===== src/rtl/data_merger.sv =====
`timescale 1ns/1ps
// Packs a byte stream into OUT_W-bit words, first byte in the low lane; closes on full word, flush or idle timeout.
// Latency: a full word is presented on validOut the cycle after its last byte is accepted.
// Backpressure: one accumulator plus one output register; inReady drops only when a closing word has no free output slot.
module data_merger #(
    parameter int IN_W    = 8,
    parameter int BYTES   = 8,
    parameter int TIMEOUT = 16
) (
    input  logic                  clk,
    input  logic                  reset,
    input  logic                  validIn,
    input  logic [IN_W-1:0]       inData8,
    output logic                  inReady,
    input  logic                  flush,
    output logic                  validOut,
    output logic [IN_W*BYTES-1:0] outData,
    output logic [3:0]            outCount,
    input  logic                  outReady
);
    localparam int OUT_W = IN_W * BYTES;
    localparam int CW    = $clog2(BYTES + 1);
    localparam int IDW   = (TIMEOUT > 0) ? $clog2(TIMEOUT + 1) : 1;

    typedef enum logic {
        ST_ACC,
        ST_PEND
    } state_t;

    state_t           state_q, state_d;
    logic [CW-1:0]    cnt_q, cnt_d;
    logic [OUT_W-1:0] acc_q, acc_d;
    logic [IDW-1:0]   idle_q, idle_d;
    logic             vld_q, vld_d;
    logic [OUT_W-1:0] data_q, data_d;
    logic [3:0]       count_q, count_d;

    logic             slot_free;
    logic             ready;
    logic             accept;
    logic             timeout_hit;
    logic             close;
    logic [CW-1:0]    cnt_new;
    logic [OUT_W-1:0] acc_new;
    logic [IDW-1:0]   idle_inc;

    // Output register can take a word if empty or draining this cycle.
    assign slot_free = !vld_q || outReady;

    // Only the last byte of a word needs a free output slot; a held partial word blocks input entirely.
    always_comb begin
        ready = 1'b0;
        if (state_q == ST_ACC) begin
            ready = (cnt_q != CW'(BYTES - 1)) || slot_free;
        end
    end

    // Gated by reset so every output reads zero while reset is asserted.
    assign inReady = reset && ready;
    assign accept  = validIn && inReady;

    // Accumulator contents and byte count including a byte accepted this cycle.
    always_comb begin
        acc_new = acc_q;
        for (int b = 0; b < BYTES; b++) begin
            if (accept && (cnt_q == CW'(b))) begin
                acc_new[b*IN_W +: IN_W] = inData8;
            end
        end
        cnt_new = cnt_q + CW'(accept);
    end

    // Idle counter saturates at TIMEOUT; a partial word closes in the idle cycle where it reaches TIMEOUT.
    always_comb begin
        idle_inc    = (idle_q == IDW'(TIMEOUT)) ? idle_q : idle_q + 1'b1;
        timeout_hit = (TIMEOUT != 0) && !accept && (cnt_q != '0) &&
                      (idle_inc == IDW'(TIMEOUT));
        close       = (cnt_new == CW'(BYTES)) || (flush && (cnt_new != '0)) || timeout_hit;
    end

    // Next-state: accumulate, close into the output register, or park a partial word in PEND.
    always_comb begin
        state_d = state_q;
        cnt_d   = cnt_q;
        acc_d   = acc_q;
        idle_d  = idle_q;
        vld_d   = vld_q && !outReady;
        data_d  = data_q;
        count_d = count_q;
        case (state_q)
            ST_ACC: begin
                cnt_d = cnt_new;
                acc_d = acc_new;
                if (close) begin
                    idle_d = '0;
                    if (slot_free) begin
                        vld_d   = 1'b1;
                        data_d  = acc_new;
                        count_d = 4'(cnt_new);
                        cnt_d   = '0;
                        acc_d   = '0;
                    end else begin
                        state_d = ST_PEND;
                    end
                end else if (accept || (TIMEOUT == 0) || (cnt_q == '0)) begin
                    idle_d = '0;
                end else begin
                    idle_d = idle_inc;
                end
            end
            ST_PEND: begin
                idle_d = '0;
                if (slot_free) begin
                    vld_d   = 1'b1;
                    data_d  = acc_q;
                    count_d = 4'(cnt_q);
                    cnt_d   = '0;
                    acc_d   = '0;
                    state_d = ST_ACC;
                end
            end
            default: state_d = ST_ACC;
        endcase
    end

    // State and datapath registers; reset discards any partial word.
    always_ff @(posedge clk or negedge reset) begin
        if (!reset) begin
            state_q <= ST_ACC;
            cnt_q   <= '0;
            acc_q   <= '0;
            idle_q  <= '0;
            vld_q   <= 1'b0;
            data_q  <= '0;
            count_q <= '0;
        end else begin
            state_q <= state_d;
            cnt_q   <= cnt_d;
            acc_q   <= acc_d;
            idle_q  <= idle_d;
            vld_q   <= vld_d;
            data_q  <= data_d;
            count_q <= count_d;
        end
    end

    assign validOut = vld_q;
    assign outData  = data_q;
    assign outCount = count_q;

endmodule

===== config.mk =====
export PLATFORM = sky130hd
export DESIGN_NAME = data_merger
export DESIGN_NICKNAME = d
export VERILOG_FILES = /design/src/rtl/data_merger.sv
export SDC_FILE = /design/constraint.sdc
export NUM_CORES = 1
export LEC_CHECK = 0
export CORE_ASPECT_RATIO = 1.4
export CORE_MARGIN = 8
export CORE_UTILIZATION = 45
export CTS_BUF_LIST = sky130_fd_sc_hd__clkbuf_16
export CTS_CLUSTER_SIZE = 24
export DETAILED_ROUTE_END_ITERATION = 12
export HOLD_SLACK_MARGIN = 0.06
export PLACE_DENSITY_LB_ADDON = 0.08
export SYNTH_ARGS = -nofsm -noshare
export SYNTH_HDL_FRONTEND = slang
export SYNTH_SLANG_ARGS = --single-unit

===== constraint.sdc =====
create_clock -name clk -period 7.8 [get_ports clk]
set_input_delay 0.78 -clock clk [delete_from_list [all_inputs] [get_ports clk]]
set_output_delay 0.78 -clock clk [all_outputs]
set_load 0.03 [all_outputs]

==> reports/metrics.csv <==
metric,value,unit
synth_top_family_by_area,multiplexers,
synthTopCellsByCount,"nand2_1 (162), dfrtp_1 (143), mux2_4 (50)",
final_antenna_net_count,0,
fmax,216.5,MHz
maxSlewHeadroom,36.43,%
synth_fa_ha_area_share,0.7384,%
synth_top_area_share,52.80,%
drc_errors,0,
first_pass_iters,5,
yosys.area_share.simple,15.51,%
die_area,0.01930,mm²
clkSinkCount,143,
synth_cells,611,
status,completed,
vias_per_cell,5.499,
yosysTopAreaCell,dfrtp_1,
syn_area,0.006778,mm²
synth.ff_latch_count,143,
cp_data_required_time,8.10,ns
h-tree-depth,4,
ctsHoldBuffers,0,
crit_path_max_incr_delay,0.74,ns
synth-edff-count,0,
ys.flop_type,dfrtp_1,
ys_warn_count,0,
fillCellCount,1330,
globalplace.congestion,0.7717,
met3_length,837,µm
totalWireLength,15.82,mm
ys_seq_area_share,52.80,%
grt_pass1_vias,4887,
rsz0062_at_grt,false,
cts_resized,0,
cts_buffers,17,
cap_violations,0,
initial_core_util,45.63,%
tightest_slew,0.9536,ns
cts_tree,built,
utilization,55.14,%
fin_crit_sh,59.21,%
ys_types,45,
period_minus_slack,4.618,ns
cp_max_fo,72,
grt_overflow_total,0,
final_nets,691,
finalMaxSlewViolations,0,
multi_input_area,0.002899,mm²
antenna_cells_inserted,0,
place.detailed.hpwl,10.37,mm
power_density,359.8,mW/mm²
area.growth.synth_to_final,20.84,%
num_rows,53,
post_drt_wl_per_cell,18.00,µm
muxShareOfSynthArea,16.89,%
hp-class,input port to asynchronous set/reset pin,
m1WireLength,6.953,mm
clock_insertion_delay_worst_skew,0.42,ns
grt_pass1_wl,26.16,mm
grt_max_degree,92,
pin_count,83,
cts-root-buf,clkbuf_16,
finalClockSkew,0.01078,ns
start_kind,input port,
synth_fp_nets,628,
crit_slowest_cell,buf_4,
crit_path_end_kind,flip-flop,
crit_chain,clkdlybuf4s50_1 > nand2b_1 > nor4_1 > nor2_1 > ha_1 > ha_1 > xnor2_1 > a21boi_0 > a211oi_4 > o22ai_4 > buf_4 > mux2_2,
synth-async-reset-ratio,100.0,%
wl_met2,7.770,mm
synth-compound-area-share,8.566,%
clkSlewWorstSetupHoldPaths,0.06,ns
dr_total_vias,4834,
grtUsageTotal,16.99,%
critPathTopFamily,buffers and inverters,
synthXorXnorAreaFrac,0.9046,%
cts_setup_buffers,0,
die_w,119.7,µm
vdd_drop_max,235.4,µV
yosysMostFrequentCell,nand2_1,
p_leak,3.910,nW
cts_buffer_depth,2,
setup_viol,0,
core_area,0.01485,mm²
cpMostUsedCell,ha_1,
portBuffers,82,
first_iter_violations,408,
drive_gt1_share,17.03,%
antenna_found_initial,0,
synthTopCellsByArea,"dfrtp_1 (53%), mux2_4 (11%), nand2_1 (9.0%)",
synth_area_per_cell,11.09,µm²
hold_viol,0,
crit_type,input port to flip-flop,
seq_area,0.003578,mm²
routed.top_layer,met4,
fin_tns_setup,0,ns
crit_arrival,4.92,ns
path_buf_inv,2,
die_h,161.2,µm
## stage by stage
step | total power [mW] | hold slack [ns] | cell area (µm²) | setup WS (ns) | instances
final | 2.947 | 0.4370 | 8190 | 3.182 | 879
after global routing | 3.100 | 0.5018 | 8190 | 2.803 | 879
after CTS | 2.981 | 0.4655 | 8190 | 3.214 | 879
after detailed placement | 2.157 | 0.4789 | 7596 | 2.757 | 847
after global placement | 2.130 | 0.4723 | 7596 | 3.043 | 847
after floorplan | 1.878 | 0.4844 | 6778 | 4.377 | 611
## layout make-up
type	instances	area share, %
well taps	192	2.933
clock buffers	17	5.194
clock inverters	15	2.062
inverters	5	0.2291
repair buffers	87	10.49
multi-input cells	420	35.40
flip-flops and latches	143	43.69
## power breakdown
part | internal, mW | switching (mW)
Sequential | 0.897 | 0.100
Combinational | 0.482 | 0.652
Clock | 0.500 | 0.315
## worst register-to-register path, delay by kind of cell (launching register included)
family	cells	cell delay, ns
buffers and inverters	2	1.00
DFF	1	0.65
adders and majority gates	2	0.43
and+or+nand+nor	2	0.68
AOI/OAI and AO/OA	3	0.85
muxes	1	0.48
xor gates and xnor gates	1	0.16
## routing by layer
metal	track usage [%]	vias up
met5	0	-
met4	6.382	0
met3	3.877	20
met2	27.11	136
met1	22.01	2431
li1	-	2247
## path summary, 6_finish.rpt
path	cells after the start	end	slack, ns	start
worst max register to register	11	outData[47]	3.41	cnt_q[1]
worst min register to register	1	outData[42]	0.49	outData[42]
max in group asynchronous	2	acc_q[44]	6.11	reset
worst max-delay path	12	outData[47]	3.18	outReady
min in group clk	1	outData[42]	0.49	outData[42]
worst min-delay path	1	outData[18]	0.44	reset
## cells in the final DEF, fill, tap and decap left out, drive strengths merged, types with 7 or more instances in the layout
cell type      count
clkbuf            17
clkdlybuf4s50     81
dfrtp            143
mux2              85
nand2            162
nand3             28
nor2              11
nor2b              7
nor3               7
o211ai             8
o22ai             49
## cell families (layout without fill, tap and decap cells)
kind of cell,after synthesis,in the layout
adder cells (fa/ha/maj),4,4
multiplexers,85,85
AO/OA/AOI/OAI,83,83
XOR/XNOR,7,7
buffers and inverters,48,124
flip-flops,143,143
AND/OR/NAND/NOR,241,241
## state kept, by name (all words and copies together) (netlist names)
name	flops
idle_q	5
cnt_q	4
outData	64
acc_q	64
state_q	1
outCount	4
validOut	1
(Power assumes the default switching activity.)
